===== src/rtl/booth_mult32_pkg.sv =====
// Shared ALU package: datapath width, multiplier FSM encoding and the
// accumulator adder used by the Booth step.
package booth_mult32_pkg;

    localparam int unsigned WIDTH = 32;

    // Booth accumulator: one guard bit above the operand width
    localparam int unsigned ACC_W = WIDTH + 1;

    // Product register: accumulator, multiplier and Booth guard bit
    localparam int unsigned PROD_W = ACC_W + WIDTH + 1;

    typedef enum logic [1:0] {
        IDLE = 2'd0,
        RUN  = 2'd1,
        DONE = 2'd2
    } mult_state_t;

    // Accumulator adder with carry-in; subtraction is a + ~b + 1
    function automatic logic [ACC_W-1:0] acc_add(
        input logic [ACC_W-1:0] a,
        input logic [ACC_W-1:0] b,
        input logic             cin
    );
        return a + b + ACC_W'(cin);
    endfunction

endpackage


===== src/rtl/booth_mult32_booth_step.sv =====
// One radix-2 Booth iteration: recode P[1:0], add/subtract the
// multiplicand into the accumulator, then arithmetic shift P right by 1.
//   p        : current product register {acc, multiplier, guard}
//   m        : sign-extended multiplicand
//   p_next_c : product register after this iteration (combinational)
module booth_step
    import booth_mult32_pkg::*;
(
    input  logic [PROD_W-1:0] p,
    input  logic [ACC_W-1:0]  m,
    output logic [PROD_W-1:0] p_next_c
);

    logic             do_op;
    logic             do_sub;
    logic [ACC_W-1:0] acc;
    logic [ACC_W-1:0] addend;
    logic [ACC_W-1:0] sum;
    logic [ACC_W-1:0] acc_new;

    // Recode on {multiplier LSB, guard}: 01 adds M, 10 subtracts M
    always_comb begin
        do_op    = p[1] ^ p[0];
        do_sub   = p[1] & ~p[0];
        acc      = p[PROD_W-1:WIDTH+1];
        addend   = do_sub ? ~m : m;
        sum      = acc_add(acc, addend, do_sub);
        acc_new  = do_op ? sum : acc;
        // Arithmetic right shift: replicate the accumulator sign bit
        p_next_c = {acc_new[ACC_W-1], acc_new, p[WIDTH:1]};
    end

endmodule


===== src/rtl/booth_mult32.sv =====
// Iterative 32-bit signed multiplier, radix-2 Booth, one step per clock.
// Returns the low 32 bits of A*B, an overflow flag and a one-cycle ready.
//   clock, reset     : clock and synchronous active-high reset
//   ctrl_MULT        : start pulse; operands sampled on this edge
//   data_operandA/B  : signed multiplicand / multiplier
//   data_result      : low WIDTH bits of the product (registered)
//   data_exception   : product does not fit in signed WIDTH bits
//   data_resultRDY   : one-cycle pulse marking result/exception valid
module booth_mult32
    import booth_mult32_pkg::*;
#(
    parameter int unsigned WIDTH = booth_mult32_pkg::WIDTH,
    parameter int unsigned CNT_W = 6
) (
    input  logic             clock,
    input  logic             reset,
    input  logic             ctrl_MULT,
    input  logic [WIDTH-1:0] data_operandA,
    input  logic [WIDTH-1:0] data_operandB,
    output logic [WIDTH-1:0] data_result,
    output logic             data_exception,
    output logic             data_resultRDY
);

    localparam int unsigned P_W = 2 * WIDTH + 2;
    localparam int unsigned M_W = WIDTH + 1;

    mult_state_t      state;
    logic [P_W-1:0]   p;
    logic [M_W-1:0]   m;
    logic [CNT_W-1:0] cnt;
    logic [P_W-1:0]   p_next_c;
    logic             last_iter_c;
    logic             overflow_c;

    booth_step u_step (
        .p        (p),
        .m        (m),
        .p_next_c (p_next_c)
    );

    // 64-bit product is p_next[2W:1]; it fits iff the upper half is all sign
    assign last_iter_c = (cnt == CNT_W'(WIDTH - 1));
    assign overflow_c  = (p_next_c[2*WIDTH:WIDTH+1] != {WIDTH{p_next_c[WIDTH]}});

    // FSM, datapath registers and registered outputs
    always_ff @(posedge clock) begin
        if (reset) begin
            state          <= IDLE;
            p              <= '0;
            m              <= '0;
            cnt            <= '0;
            data_result    <= '0;
            data_exception <= 1'b0;
            data_resultRDY <= 1'b0;
        end else if (ctrl_MULT) begin
            // Start wins over any in-flight operation
            state          <= RUN;
            p              <= {M_W'(0), data_operandB, 1'b0};
            m              <= {data_operandA[WIDTH-1], data_operandA};
            cnt            <= '0;
            data_resultRDY <= 1'b0;
        end else begin
            data_resultRDY <= 1'b0;
            case (state)
                IDLE: begin
                    state <= IDLE;
                end
                RUN: begin
                    p   <= p_next_c;
                    cnt <= cnt + CNT_W'(1);
                    if (last_iter_c) begin
                        state          <= DONE;
                        data_result    <= p_next_c[WIDTH:1];
                        data_exception <= overflow_c;
                        data_resultRDY <= 1'b1;
                    end
                end
                DONE: begin
                    state <= IDLE;
                end
                default: begin
                    state <= IDLE;
                end
            endcase
        end
    end

endmodule


===== config.mk =====
export PLATFORM = sky130hd
export DESIGN_NAME = booth_mult32
export DESIGN_NICKNAME = d
export VERILOG_FILES = /design/src/rtl/booth_mult32_pkg.sv /design/src/rtl/booth_mult32_booth_step.sv /design/src/rtl/booth_mult32.sv
export SDC_FILE = /design/constraint.sdc
export NUM_CORES = 1
export LEC_CHECK = 0
export ABC_AREA = 1
export CAP_MARGIN = 20
export CELL_PAD_IN_SITES_DETAIL_PLACEMENT = 1
export CELL_PAD_IN_SITES_GLOBAL_PLACEMENT = 1
export CORE_ASPECT_RATIO = 0.9
export CORE_MARGIN = 2
export CORE_UTILIZATION = 43
export DETAILED_ROUTE_END_ITERATION = 8
export GPL_TIMING_DRIVEN = 0
export MAX_ROUTING_LAYER = met4
export PLACE_DENSITY_LB_ADDON = 0.12
export SLEW_MARGIN = 20
export SYNTH_ARGS = -nofsm -noshare
export SYNTH_HDL_FRONTEND = slang
export SYNTH_SLANG_ARGS = --single-unit

===== constraint.sdc =====
create_clock -name clock -period 5.8 [get_ports clock]
set_input_delay 1.16 -clock clock [delete_from_list [all_inputs] [get_ports clock]]
set_output_delay 1.16 -clock clock [all_outputs]
set_load 0.005 [all_outputs]

==> impl_metrics.csv, run 1 <==
group,metric,value,unit
status,status,"complete, no violations",
drt,drt.antenna.violating_nets,0,
logic_synthesis,synth-xor-area-share,3.35,%
clocking,clock_latency,0.43,ns
logic_synthesis,synth_compound_area_share,15.1,%
hold_path,min_from,"p[8]$_SDFFE_PP0P_",
timing,skew,0.0104,ns
floorplan,core,20100,um^2
place,dp_hpwl,25.4,mm
clocking,cts_sinks,139,
global_routing,antenna_found_initial,0,
drt,routedWlPerCell,18.0,um
timing,fin_crit,4.36,ns
global_routing,gr-total-overflow,0,
critical_path,cp-startpoint,"p[1]$_SDFFE_PP0P_",
global_routing,grt_max_degree,17,
logic_synthesis,syn_area,8890,um^2
place,io_buffers,98,
critical_path,r2r-start,"p[1]$_SDFFE_PP0P_",
timing,hold_violations,0,
finish,area_growth,21.5,%
critical_path,ff2ff_setup_slack,1.44,ns
global_routing,grt_pass1_wl,52.0,mm
clocking,cts.reportedPaths.clkPinSlew,0.06,ns
job,maxCapViolations,0,
critical_path,cp_max_fo,10,
clocking,post_cts_buffers,0,
critical_path,cp.depth,18,
timing,worst_pin_slew,0.902,ns
pwr,vdd_drop_max,0.000200,V
logic_synthesis,synth.most_common_cell,"nand2_1",
clocking,hold_buffers,0,
critical_path,path_buf_inv,3,
logic_synthesis,yosys.area_share.adder,4.87,%
clocking,root_buffer,"clkbuf_16",
timing,setup_viol,0,
global_routing,grt_util_all_layers,31.1,%
clocking,cts_buffers,17,
logic_synthesis,synth_cell_types,40,
finish,final_cells,1807,
floorplan,die-area,21800,um^2
critical_path,slowest_stage,"clkbuf_1",
critical_path,arrival,4.69,ns
floorplan,floorplan.initialDensity,44.2,%
drt,drt_iter0_markers,447,
logic_synthesis,synth-seq-cells,139,
timing,tns,0,ns
logic_synthesis,synth_top_family_by_area,"simple AND/OR/NAND/NOR gates",
place,routabilityCongestion,0.903,
clocking,cts_max_level,4,
critical_path,critPathTopFamily,"simple AND/OR/NAND/NOR gates",
logic_synthesis,synth-simple-area-share,32.9,%
timing,slew_viol_final,0,
logic_synthesis,synth_area_per_cell,6.25,um^2
critical_path,crit_chain,"ha_1 > buf_6 > clkbuf_1 > xor2_1 > fa_1 > nand2_1 > nand2_1 > o21ai_0 > nand3_1 > or2_0 > nor3_1 > nand3_1 > nand2_1 > nand2_1 > a21oi_1 > nand3_1 > nand2_1 > inv_1",
place,dp.cells,1775,
pwr,power_density,253,nW/um^2
critical_path,ff2ff_path_depth,18,
critical_path,slowest_delay,0.60,ns
logic_synthesis,synthMuxAreaShare,0,%
timing,fin_ws,1.44,ns
timing,rsz0062_at_grt,"false",
logic_synthesis,yosys.area.top_type_share,31.3,%
drt,wl,32.6,mm
logic_synthesis,yosys-top-cells-area,"dfxtp_1, nand2_1, inv_1, o21ai_0, nor2_1",
logic_synthesis,syn-num-nets,1523,
global_routing,grt_pass1_vias,10100,
floorplan,die-width,156,um
logic_synthesis,synth_flop_cell,"dfxtp_1",
critical_path,cp-end-kind,"flop",
drt,viasPerCell,5.31,
logic_synthesis,ys_seq_area_share,31.3,%
hold_path,hp-class,"reg2reg",
hold_path,holdPathStages,2,
timing,slew_headroom,39.9,%
finish,fin_nets,1640,
logic_synthesis,yosys_warnings,0,
drt,dr.pass1.iters,6,
critical_path,critPathLaunchType,"flop",
clocking,clk_path_buf_depth,2,
floorplan,ios,101,
logic_synthesis,ys_async_sr_fraction,0,%
logic_synthesis,synthTopCellsByCount,"nand2_1, inv_1, nor2_1",
pwr,p_leak,0.00534,uW
drt,vias,9592,
critical_path,required,6.13,ns
logic_synthesis,synth_edf_count,0,
critical_path,critPathKind,"reg2reg",
floorplan,rows,49,
floorplan,die_h,140,um
drt,drc,0,
clocking,cts_resized,0,
critical_path,cpMostUsedCell,"nand2_1",
logic_synthesis,synthCells,1422,
timing,fmax,229,MHz
finish,drive_above_1_share,8.51,%
finish,n_antenna_cell,0,
timing,finalCritPeriodShare,75.2,%
logic_synthesis,synth_top_area_cell,"dfxtp_1",
place,pre_cts_ws,1.72,ns
clocking,cts_tree,"built",
-- path summary, 6_finish.rpt --
path | to
max | data_exception$_SDFFE_PP0P_
min | p[7]$_SDFFE_PP0P_
max reg2reg | data_exception$_SDFFE_PP0P_
min reg2reg | p[7]$_SDFFE_PP0P_
-- layer usage --
metal | track usage (%) | part of all wire, % | up-vias | wire length, um
li1 | - | - | 4703 | -
met1 | 40.2 | 47 | 4637 | 15400
met2 | 50.4 | 46 | 189 | 15100
met3 | 3.77 | 3.5 | 63 | 1140
met4 | 10.6 | 3.0 | 0 | 993
met5 | - | 0 | - | 0
-- sequential cells by signal, indices dropped and copies added, names as in the netlist --
register / cells
data_resultRDY: 1
p: 65
cnt: 6
state: 2
m: 32
data_exception: 1
data_result: 32
-- cell families after synthesis --
family                   after synthesis
AO/OA/AOI/OAI                        255
XOR/XNOR                              34
adder cells (fa/ha/maj)               34
buffers and inverters                282
flip-flops                           139
AND/OR/NAND/NOR                      678
-- worst reg2reg max path: stages (launching register included) --
cell and delay, ns:
dfxtp_1 0.37, ha_1 0.21, buf_6 0.13, clkbuf_1 0.60, xor2_1 0.23, fa_1 0.57, nand2_1 0.19, nand2_1 0.08
o21ai_0 0.41, nand3_1 0.19, or2_0 0.27, nor3_1 0.22, nand3_1 0.12, nand2_1 0.12, nand2_1 0.06, a21oi_1 0.25
nand3_1 0.14, nand2_1 0.08, inv_1 0.03
-- through the flow --
step	area, um^2	utilization [%]	hold WS, ns	power, uW
2_1_floorplan	8890	-	0.435	1400
3_5_place_dp	10200	50.7	0.463	1600
3_3_place_gp	10200	50.7	0.452	1580
6_report	10800	53.7	0.475	2730
5_1_grt	10800	53.7	0.498	2840
4_1_cts	10800	53.7	0.471	2730
-- power by group --
group,switching [uW],internal [uW]
clock network,467,667
logic,373,199
registers,27.9,994
total,868,1860
-- cell type report --
type,count,area (um^2)
clock buffers,19,453
fillers,2751,9310
plain buffers,57,262
well taps,255,319
multi-input cells,1001,5000
flip-flops and latches,139,2780
repair buffers,98,981
inverters,225,845
clock inverters,13,156
-- cell usage in the layout, fill, tap and decap left out, types with 13 or more instances in the layout --
| master | instances |
|---|---|
| nand2_1 | 362 |
| inv_1 | 211 |
| nor2_1 | 146 |
| o21ai_0 | 141 |
| dfxtp_1 | 139 |
| clkdlybuf4s50_1 | 98 |
| a21oi_1 | 84 |
| nand3_1 | 77 |
| clkbuf_1 | 41 |
| xor2_1 | 34 |
| ha_1 | 33 |
| nand2_2 | 30 |
| clkbuf_16 | 17 |
| or2_2 | 15 |
| inv_2 | 13 |
(Power assumes the default switching activity.)
==> run 2: changes to the inputs <==
Settings changed: CORE_UTILIZATION 43 to 40.
Clock period 5.8 ns to 4.3 ns, I/O delays scaled along.
==> run 2 against run 1 <==
Count of clock-buffer cells in the layout shrank 2. Design area grew 0.78%. Sequential power grew 35%. Hold slack lost 0.0028 ns. Sequential cell count is the same. Non-clock buffer count shrank 1. Largest cell class unchanged.
==> impl_metrics.csv, run 2 (synthesis results as in run 1) <==
group,metric,value,unit
floorplan,die-width,161,um
clocking,clk_path_buf_depth,2,
timing,slew_headroom,53.5,%
finish,n_fill_cell,2959,
clocking,cts_tree,"built",
clocking,cts_buffers,17,
clocking,hold_buffers,0,
finish,top_register,"p",
clocking,clock_latency,0.44,ns
finish,seq_area,2780,um^2
drt,drt_iter0_markers,592,
floorplan,rows,51,
timing,tns,0,ns
global_routing,gr-total-overflow,0,
critical_path,r2r-start,"p[1]$_SDFFE_PP0P_",
finish,reg_top3,"p: 65 flops, data_result: 32 flops, m: 32 flops",
timing,hold_violations,0,
clocking,cts_sinks,139,
pwr,power.share.clock,43.3,%
pwr,p_total,3780,uW
pwr,power_density,348,nW/um^2
global_routing,grt_pass1_vias,9858,
critical_path,critPathKind,"reg2reg",
clocking,cts.reportedPaths.clkPinSlew,0.07,ns
timing,worst_pin_slew,0.697,ns
timing,fin_crit,3.87,ns
hold_path,hp-class,"reg2reg",
pwr,power.net_switching,1230,uW
timing,setup_viol,0,
drt,dr.pass1.iters,5,
finish,drive_above_1_share,8.64,%
finish,fin_nets,1639,
place,dp_hpwl,25.7,mm
finish,n_antenna_cell,0,
drt,routedWlPerCell,17.7,um
pwr,pwr-share-comb,20.3,%
critical_path,cp-startpoint,"p[1]$_SDFFE_PP0P_",
critical_path,cp_max_fo,14,
timing,slew_viol_final,0,
finish,mostFrequentLayoutCells,"nand2_1, inv_1, nor2_1",
finish,area_growth,22.4,%
critical_path,required,4.63,ns
pwr,p_leak,0.00537,uW
drt,viasPerCell,5.16,
global_routing,antenna_found_initial,0,
global_routing,grt_pass1_wl,51.9,mm
pwr,p_int,2560,uW
critical_path,cp-end-kind,"flop",
floorplan,ios,101,
drt,wl,32.6,mm
drt,drc,0,
place,io_buffers,98,
finish,largest_reg_flops,65,
pwr,vdd_drop_max,0.000274,V
place,routabilityCongestion,0.898,
pwr,p_sw_share,32.4,%
drt,vias,9510,
critical_path,arrival,4.20,ns
place,dp.cells,1811,
floorplan,floorplan.initialDensity,41.0,%
job,maxCapViolations,0,
status,status,"complete, no violations",
global_routing,grt_max_degree,17,
finish,final_common_cell,"nand2_1",
critical_path,critPathLaunchType,"flop",
finish,multi_input_area,5000,um^2
timing,finalCritPeriodShare,90.0,%
floorplan,core,21700,um^2
clocking,cts_max_level,4,
clocking,post_cts_buffers,0,
finish,final_area,10900,um^2
global_routing,grt_util_all_layers,28.9,%
timing,skew,0.0154,ns
finish,final_cells,1842,
timing,rsz0062_at_grt,"false",
clocking,root_buffer,"clkbuf_16",
drt,drt.antenna.violating_nets,0,
place,place_area,10200,um^2
floorplan,die-area,23400,um^2
pwr,p_seq_share,36.4,%
floorplan,die_h,145,um
hold_path,min_from,"p[4]$_SDFFE_PP0P_",
timing,fmax,258,MHz
==> run 2: worst paths after layout <==
path | endpoint | slack (ns) | cells after the start
worst min register to register | data_result[2]$_SDFFE_PP0P_ | 0.47 | 2
worst max register to register | data_exception$_SDFFE_PP0P_ | 0.43 | 23
worst max-delay path | data_exception$_SDFFE_PP0P_ | 0.43 | 23
worst min-delay path | data_result[2]$_SDFFE_PP0P_ | 0.47 | 2
==> run 2: power groups by stage <==
stage                     registers [uW]  logic [uW]  clock network (uW)
final                               1380         768                1640
after global routing                1380         857                1700
after CTS                           1380         769                1640
after detailed placement            1410         761                   0
after global placement              1400         739                   0
after floorplan                     1390         500                   0
==> run 2: layout make-up <==
| type | instances | area share [%] |
|---|---|---|
| Sequential cell | 139 | 25.6 |
| Inverter | 225 | 7.76 |
| Timing Repair Buffer | 98 | 9.01 |
| Buffer | 56 | 2.39 |
| Tap cell | 291 | 3.35 |
| Clock buffer | 17 | 3.91 |
| Multi-Input combinational cell | 1001 | 46.0 |
| Clock inverter | 15 | 2.06 |
==> run 2: through the flow <==
stage               hold WS (ns)  setup WS (ns)  util (%)
floorplan                  0.435           1.32         -
global placement           0.455          0.471      47.2
detailed placement         0.460          0.331      47.2
CTS                        0.473          0.298      50.2
global route               0.490          0.114      50.2
finish                     0.472          0.429      50.2
==> run 2: timing repair <==
action	CTS	global route
resized for setup	0	6
hold endpoints to repair	0	0
endpoints found under the setup margin	0	1
==> run 2: per-layer routing <==
metal  wire [um]  global-route usage (%)  up-vias
met2       15300                    47.4      191
met5           0                       -        -
met3        1190                    3.73       39
met4         525                    6.74        0
met1       15500                    37.9     4584
li1            -                       -     4696
==> run 2: worst max-delay path: stages (launching register included) <==
cell and delay, ns:
dfxtp_1 0.38, ha_1 0.19, buf_6 0.19, clkbuf_2 0.39, xor2_1 0.37, ha_1 0.38
nand2_1 0.15, inv_1 0.05, nand2_1 0.06, nand2_1 0.07, nand2_1 0.06, nand2_1 0.05
a21oi_1 0.34, nand2_1 0.15, nand2_1 0.09, nand3_1 0.07, nand2_1 0.13, nand2_1 0.07
nor2_1 0.11, nand3_1 0.10, nand2_1 0.12, nand3_1 0.11, nand2_1 0.08, inv_1 0.04
